<file path="src/rtl/bk_status_scan_pkg.sv">
// Shared types and constants for the bk_status_scan sweep controller.
// Holds the FSM state encoding and the bkt write-cycle shape.
package bk_status_scan_pkg;

  typedef enum logic [2:0] {
    S_IDLE,
    S_HWR,
    S_SEL,
    S_SETTLE,
    S_SAMPLE,
    S_RST
  } state_t;

  localparam int WR_HOLD   = 2;
  localparam int WR_TAIL   = 2;
  localparam int SW_OFFSET = 1;

endpackage

</file>
<file path="src/rtl/bk_bkt_wr_engine.sv">
// bkt bus write engine: one request becomes WR_HOLD strobe cycles
// followed by WR_TAIL cycles with index/data still held.
module bk_bkt_wr_engine
  import bk_status_scan_pkg::*;
(
  input  logic        clk,
  input  logic        rst_n,
  input  logic        start,
  input  logic [31:0] idx,
  input  logic [31:0] dat,
  output logic        bkt_ready_o,
  output logic [31:0] bkt_index_o,
  output logic [31:0] bkt_data_o,
  output logic        done
);

  localparam int LEN = WR_HOLD + WR_TAIL;
  localparam logic [2:0] HOLD_LAST = 3'(WR_HOLD - 1);
  localparam logic [2:0] LEN_LAST  = 3'(LEN - 1);

  logic       active;
  logic [2:0] cnt;

  assign done = active && (cnt == LEN_LAST);

  always_ff @(posedge clk or negedge rst_n) begin
    if (!rst_n) begin
      active      <= 1'b0;
      cnt         <= '0;
      bkt_ready_o <= 1'b0;
      bkt_index_o <= '0;
      bkt_data_o  <= '0;
    end else if (start) begin
      active      <= 1'b1;
      cnt         <= '0;
      bkt_ready_o <= 1'b1;
      bkt_index_o <= idx;
      bkt_data_o  <= dat;
    end else if (active) begin
      cnt <= cnt + 3'd1;
      if (cnt == HOLD_LAST)
        bkt_ready_o <= 1'b0;
      if (done)
        active <= 1'b0;
    end
  end

endmodule

</file>
<file path="src/rtl/bk_status_scan.sv">
// Sweep controller and bkt-bus arbiter for bk_status_sw.
// Define BK_STATUS_SCAN_CHG_EN to build in per-source change detection.
module bk_status_scan
  import bk_status_scan_pkg::*;
#(
  parameter int BKP_BASE_index = 500,
  parameter int NUM_SRC        = 3,
  parameter int SETTLE_CYC     = 2
) (
  input  logic        clk,
  input  logic        rst_n,
  input  logic        scan_en_i,
  input  logic        host_ready_i,
  input  logic [31:0] host_index_i,
  input  logic [31:0] host_data_i,
  output logic        bkt_ready_o,
  output logic [31:0] bkt_index_o,
  output logic [31:0] bkt_data_o,
  input  logic [31:0] bk_status_i,
  output logic [31:0] snap0_o,
  output logic [31:0] snap1_o,
  output logic [31:0] snap2_o,
  output logic [2:0]  chg_o,
  input  logic [2:0]  chg_clr_i,
  output logic        scan_done_o,
  output logic        busy_o,
  output logic        host_ovf_o
);

  localparam logic [31:0] SEL_IDX = 32'(BKP_BASE_index + SW_OFFSET);
  localparam logic [1:0]  LAST_SEL = 2'(NUM_SRC - 1);
  localparam logic [15:0] SETTLE_LAST = 16'(SETTLE_CYC - 1);

  state_t      state, state_nx;
  logic [1:0]  sel, sel_nx;
  logic [15:0] scnt;

  logic        host_q, cap_v;
  logic [31:0] cap_idx, cap_dat;
  logic        pend_v;
  logic [31:0] pend_idx, pend_dat;
  logic [31:0] shadow_sw;
  logic        handoff;

  logic        wr_start, wr_done;
  logic [31:0] wr_idx, wr_dat;

  logic [31:0] snap [3];

  assign snap0_o = snap[0];
  assign snap1_o = snap[1];
  assign snap2_o = snap[2];

  bk_bkt_wr_engine u_wr (
    .clk         (clk),
    .rst_n       (rst_n),
    .start       (wr_start),
    .idx         (wr_idx),
    .dat         (wr_dat),
    .bkt_ready_o (bkt_ready_o),
    .bkt_index_o (bkt_index_o),
    .bkt_data_o  (bkt_data_o),
    .done        (wr_done)
  );

  // Pending is handed to the engine at HWR entry, so a host edge
  // during HWR queues a fresh request instead of being dropped.
  always_ff @(posedge clk or negedge rst_n) begin
    if (!rst_n) begin
      host_q     <= 1'b0;
      cap_v      <= 1'b0;
      cap_idx    <= '0;
      cap_dat    <= '0;
      pend_v     <= 1'b0;
      pend_idx   <= '0;
      pend_dat   <= '0;
      shadow_sw  <= '0;
      host_ovf_o <= 1'b0;
    end else begin
      host_q <= host_ready_i;
      cap_v  <= host_ready_i & ~host_q;
      if (host_ready_i & ~host_q) begin
        cap_idx <= host_index_i;
        cap_dat <= host_data_i;
      end
      if (handoff)
        pend_v <= 1'b0;
      if (cap_v) begin
        pend_v   <= 1'b1;
        pend_idx <= cap_idx;
        pend_dat <= cap_dat;
        if (pend_v && !handoff)
          host_ovf_o <= 1'b1;
        if (cap_idx == SEL_IDX)
          shadow_sw <= cap_dat;
      end
    end
  end

  always_comb begin
    state_nx = state;
    sel_nx   = sel;
    wr_start = 1'b0;
    wr_idx   = SEL_IDX;
    wr_dat   = {30'd0, sel};
    handoff  = 1'b0;
    unique case (state)
      S_IDLE: begin
        if (pend_v) begin
          state_nx = S_HWR;
          wr_start = 1'b1;
          wr_idx   = pend_idx;
          wr_dat   = pend_dat;
          handoff  = 1'b1;
        end else if (scan_en_i) begin
          state_nx = S_SEL;
          sel_nx   = '0;
          wr_start = 1'b1;
          wr_dat   = '0;
        end
      end
      S_HWR: if (wr_done) state_nx = S_IDLE;
      S_SEL: if (wr_done) state_nx = S_SETTLE;
      S_SETTLE: if (scnt == SETTLE_LAST) state_nx = S_SAMPLE;
      S_SAMPLE: begin
        wr_start = 1'b1;
        if (sel == LAST_SEL || !scan_en_i) begin
          state_nx = S_RST;
          sel_nx   = '0;
          wr_dat   = shadow_sw;
        end else begin
          state_nx = S_SEL;
          sel_nx   = sel + 2'd1;
          wr_dat   = {30'd0, sel + 2'd1};
        end
      end
      S_RST: if (wr_done) state_nx = S_IDLE;
      default: state_nx = S_IDLE;
    endcase
  end

  always_ff @(posedge clk or negedge rst_n) begin
    if (!rst_n) begin
      state       <= S_IDLE;
      sel         <= '0;
      scnt        <= '0;
      busy_o      <= 1'b0;
      scan_done_o <= 1'b0;
    end else begin
      state       <= state_nx;
      sel         <= sel_nx;
      scnt        <= (state == S_SETTLE) ? scnt + 16'd1 : '0;
      busy_o      <= (state_nx != S_IDLE);
      scan_done_o <= (state == S_RST) && wr_done;
    end
  end

  always_ff @(posedge clk or negedge rst_n) begin
    if (!rst_n)
      snap <= '{default: '0};
    else if (state == S_SAMPLE)
      snap[sel] <= bk_status_i;
  end

`ifdef BK_STATUS_SCAN_CHG_EN
  logic [2:0] snap_valid;
  logic [2:0] chg_set;

  always_comb begin
    chg_set = '0;
    if (state == S_SAMPLE && snap_valid[sel] && snap[sel] != bk_status_i)
      chg_set[sel] = 1'b1;
  end

  always_ff @(posedge clk or negedge rst_n) begin
    if (!rst_n) begin
      snap_valid <= '0;
      chg_o      <= '0;
    end else begin
      if (state == S_SAMPLE)
        snap_valid[sel] <= 1'b1;
      chg_o <= (chg_o & ~chg_clr_i) | chg_set;
    end
  end
`else
  logic unused_chg_clr;
  assign unused_chg_clr = ^chg_clr_i;
  assign chg_o = '0;
`endif

endmodule

</file>
<file path="config.mk">
export PLATFORM = sky130hd
export DESIGN_NAME = bk_status_scan
export DESIGN_NICKNAME = d
export VERILOG_FILES = /design/src/rtl/bk_status_scan_pkg.sv /design/src/rtl/bk_bkt_wr_engine.sv /design/src/rtl/bk_status_scan.sv
export SDC_FILE = /design/constraint.sdc
export NUM_CORES = 1
export LEC_CHECK = 0
export ABC_AREA = 0
export CORE_MARGIN = 1
export CORE_UTILIZATION = 57
export CTS_BUF_LIST = sky130_fd_sc_hd__clkbuf_8
export DETAILED_ROUTE_END_ITERATION = 7
export PLACE_DENSITY = 0.95
export SKIP_LAST_GASP = 1
export SLEW_MARGIN = 20
export SYNTH_ARGS = -nofsm -noshare
export SYNTH_HDL_FRONTEND = slang
export SYNTH_SLANG_ARGS = --single-unit
</file>
<file path="constraint.sdc">
create_clock -name clk -period 4.2 [get_ports clk]
set_input_delay 0.63 -clock clk [delete_from_list [all_inputs] [get_ports clk]]
set_output_delay 0.63 -clock clk [all_outputs]
set_load 0.05 [all_outputs]
</file>
# After elaboration in Yosys (flattened, before gate mapping)
# Cells that the tools add are included.
# word_totals
reg_bits	352
in_bits	103
output_inout_bits	167
word_cells	96
# classes
add_sub_neg	3
magnitude_cmp	2
n_eq_ne	12
mux	36
bitwise_logic	3
n_reduce_logical	18
# ops
cell	n
32-bit 2-to-1 mux	5
96-bit bitwise mux	1
32-bit demux with 2-bit select	1
32-bit one-hot mux with 2 select lines	1
32-bit by 9-bit == test with 1-bit output (second input constant)	1
3-bit 2-to-1 mux	8
16-bit by 1-bit adder with 16-bit output (second input constant)	1
16-bit by 1-bit == test with 1-bit output (second input constant)	1
16-bit 2-to-1 mux	1
3-bit one-hot mux with 5 select lines	1
1-bit 2-to-1 mux	12
3-bit by 2-bit == test with 1-bit output (second input constant)	3
2-bit 2-to-1 mux	4
2-bit nonzero test	4
3-bit by 1-bit == test with 1-bit output (second input constant)	2
3-bit == test (second input constant)	2
2-bit AND reduction	3
1-bit logical AND	4
2-bit inequality test (second input constant)	2
2-bit one-hot mux with 2 select lines	1
3-bit by 1-bit adder with 3-bit output (second input constant)	1
3-bit greater-or-equal comparator (second input constant)	1
3-bit logical NOT	1
3-bit by 1-bit < comparator with 1-bit output (second input constant)	1
11 further kinds	12

# Longest topological paths before layout
# logic_depth
depth_word	6
depth_mapped	8
depth_no_buf	6

# Hierarchy
# From an unflattened synthesis, not the netlist that was laid out.
# hier_totals
cells_unflattened	942
area_unflattened_um2	14124.8
# modules_own_cells
module	n_inst	cells_per_inst	area_per_inst_um2	seq_area_each_um2
bk_status_scan	1	783	11477.3	7081.8
bk_bkt_wr_engine	1	159	2647.5	1726.7

# Worst setup path after synthesis
# Ideal clock, no wire load.
# synth_timing
path_kind	input to register
from	in host_ready_i
to	reg cap_dat[25]
setup_ps	125
arrival_ps	1787
t_required_ps	4075
slack_ps	2288
path_stages	4
n_path_buf	2
cell_sequence	nor2b_1 > clkbuf_1 > clkbuf_1 > mux2_2
# synth_via
elab_chain_cells	1
# synth_lines
element	line	rtl
start, declared	bk_status_scan.sv:13	input logic host_ready_i,
1-bit bitwise AND	bk_status_scan.sv:82	if (host_ready_i & ~host_q) begin
end signal, assigned	bk_status_scan.sv:84	cap_dat <= host_data_i;
end, declared	bk_status_scan.sv:39	logic [31:0] cap_idx, cap_dat;
# Every way passes these cells.
# A chain may end at the register's enable or synchronous reset.

# Final worst setup path
# layout_timing
from	reg u_wr.bkt_data_o[4]
to	out bkt_data_o[4]
# layout_lines
element	line	rtl
start, declared	bk_bkt_wr_engine.sv:13	output logic [31:0] bkt_data_o,
start signal, assigned	bk_bkt_wr_engine.sv:38	bkt_data_o <= dat;
end, declared	bk_status_scan.sv:18	output logic [31:0] bkt_data_o,
# No word-level cell between the ends.

==> impl_results.md <==
- Status: finished with violations
- Failing checks: DRC
- DIE WIDTH: 156.3 um
- Pleak: 8.032 nW
- Slew margin rel.: 0.3575
- CP peak stage delay: 0.87 ns
- Tot GR Track Use: 0.2622
- IO Pins: 270
- # placed instances: 1449
- Nets: around 1300
- Worst R2R End: shadow_sw[6]
- Crit path buf inv count: 1
- Synthesized area: 13570 um2
- Power Total: around 12 mW
- TritonCTS clock tree: built
- Most common cell after layout, fill and taps aside: dfrtp_1
- Vias: 8689
- Synth area leaders: dfrtp_1 (65%), mux2_2 (21%), a222oi_1 (2.2%)
- Clock net sink count: ~350
- Initial antenna violation count: 2
- Fraction of the yosys area taken by sequential cells: 0.6491
- Setup slack, reg-to-reg: 1.84 ns
- Site row count: 56
- Synth warn: 0
- Max Cap Violations: 0
- Final core occ: 0.7529
- Root Buffer: clkbuf_8
- CP Depth: 1
- Clock Skew: ~0.018 ns
- Max Slew Vio Count: 0
- Most frequent cells in the layout: dfrtp_1 (351), clkdlybuf4s50_1 (262), mux2_2 (248), clkbuf_8 (69), inv_1 (55)
- Setup TNS: 0 ns
- Worst min path class: in -> async
- Critical Path Source Type: register
- Post-synth EDFFs: 0
- H-Tree Level Count: 2
- Data required, critical path: between 3 and 4 ns
- Setup Buffers After CTS: 0
- Reg2reg start: cap_idx[24]
- CP delay by family, top: buffers and inverters
- CTS clk-pin slew, worst paths: 0.06 ns
- Share of the synthesized area in the top cell type: 0.6491
- Congestion Overflow GR: 0
- Ys flop type: dfrtp_1
- Pwr Density: about 700 nW/um2
- Number of fill cells in the layout: 1398
- Cell Count, Final, Fillers Out: 1542
- Synth-to-Final Area Change: 29.84%
- Storage element area: a little under 9000 um2
- Endpoint of the most critical setup path: bkt_data_o[4]
- Die Ht: around 160 um
- Count of different cell masters after synthesis: 41
- Total core area: 23400 um2
- Worst Setup Path Type: reg -> out
- Max Used Layer: met5
- CP startpoint: u_wr.bkt_data_o[4]
- Die area: 24430 um2
- Footprint of the multi-input gates: around 4300 um2
- CTS Buf Count: 54
- Top cell type by total area after synthesis: dfrtp_1
- Syn Area/Cell: 15.04 um2
- Slowest cell on the critical path: clkdlybuf4s50_1
- Detailed Route WL: 31280 um
- Resize count post-CTS: 0
- Hold Buf Count CTS: 0
- Ys async rst share: 1.000
- Final period util: 0.5900
- Starting Density: 0.5799
- Number of global-route vias before repair: between 9000 and 10000
- Max FO, Critical Path: 2
- # setup viols final: 0
- First-pass GRT wire length: just under 50000 um
- Largest net degree at the start of global routing: 111
- RSZ-0062 raised after global routing: no
- Post-route ant nets: 0
- Post-synthesis cell count: between 900 and 1000
- Fin. Hold Viols: 0
- Worst-Margin Slew: 0.9638 ns
- DRC errors left: 3
- DR WL met2: ~16000 um
- Initial DRC count: 533
- DPL Wire Length: between 20000 and 25000 um
- Metal3 WL: 2731 um
- Crit-path cells: clkdlybuf4s50_1
- PortBufs: 263
- Clk Latency, worst-skew pair: 0.56 ns
- Proportion of layout cells with a drive suffix above 1: 0.2930
- R2R depth: 5
- Routed met1 length: around 12000 um
- Final min period: about 2.5 ns
- WP data arrival: 1.85 ns
- First-pass detailed-route iteration total: 8
- Peak Freq: 0.4036 GHz
- CTS Buffer Depth: 3
- Routed vias/inst: 5.635
- Flops & latches, synth: 352
- Routed len/inst: ~20 um
- RePlAce Congestion: 0.8020
- Maximum VDD drop: 0.5287 mV
- Worst setup EP type: primary output
area by class of cell:
class	count	share of cell area
timing repair buffer	280	0.1598
multi-input combinational	453	0.2465
antenna	1	0.0001420
inverter	45	0.009586
clock buffer	69	0.05389
sequential	352	0.5000
clock inverter	23	0.007527
tap	319	0.02265
logic make-up (layout without fill, tap and decap cells):
family,after synthesis,after routing,share of synthesized area
AOI/OAI and AO/OA,85,85,0.05431
other,1,4,0.0002763
muxes,257,257,0.2132
and+or+nand+nor,87,87,0.03365
buffers and inverters,99,417,0.03375
DFF,352,352,0.6491
adders and majority gates,8,8,0.007376
xor gates and xnor gates,13,13,0.008390
layer usage:
layer,vias up,global-route usage
li1,3809,-
met1,4491,0.3213
met2,341,0.4471
met3,46,0.08086
met4,2,0.07750
met5,-,0
worst min path at each step:
stage,startpoint,to,cells past startpoint
floorplan,rst_n,busy_o,0
global placement,host_ovf_o,host_ovf_o,1
detailed placement,host_ovf_o,host_ovf_o,1
CTS,rst_n,snap1_o[13],1
global route,rst_n,snap0_o[15],1
finish,rst_n,snap1_o[13],1
Yosys cell counts (2+ instances only):
| cell type | number |
|---|---|
| a211oi_1 | 2 |
| nor4_1 | 10 |
| a222oi_1 | 30 |
| o22a_1 | 7 |
| nor3_1 | 6 |
| a21o_1 | 2 |
| clkbuf_1 | 19 |
| nor4b_1 | 3 |
| nor2_1 | 25 |
| dfrtp_1 | 352 |
| a22oi_1 | 2 |
| nand4_1 | 9 |
| a21oi_1 | 3 |
| o21ai_0 | 6 |
| a22o_1 | 25 |
| mux2_1 | 8 |
| and3_1 | 4 |
| xnor2_1 | 12 |
| buf_1 | 5 |
| nand3_1 | 10 |
| ha_1 | 8 |
| buf_6 | 3 |
| inv_1 | 45 |
| buf_2 | 15 |
| buf_4 | 12 |
| mux2_2 | 248 |
| nand2_1 | 12 |
| nor2b_1 | 4 |
| a31o_2 | 3 |
metrics by stage:
step	area (um2)	setup slack (ns)	hold WS, ns
floorplan	13580	2.288	0.3344
global placement	16540	1.803	0.4547
detailed placement	16540	1.715	0.4635
CTS	17620	1.671	0.1364
global route	17620	1.653	0.1574
finish	17620	1.722	0.1269
power by group:
group | internal [mW] | leakage (nW) | total, mW | switching (mW)
Clock | 1.53 | 0.603 | 2.77 | 1.25
Combinational | 1.72 | 2.94 | 4.68 | 2.96
Sequential | 4.21 | 4.48 | 4.77 | 0.551
Total | 7.47 | 8.03 | 12.2 | 4.76
Power figures use the tool's default switching activity.
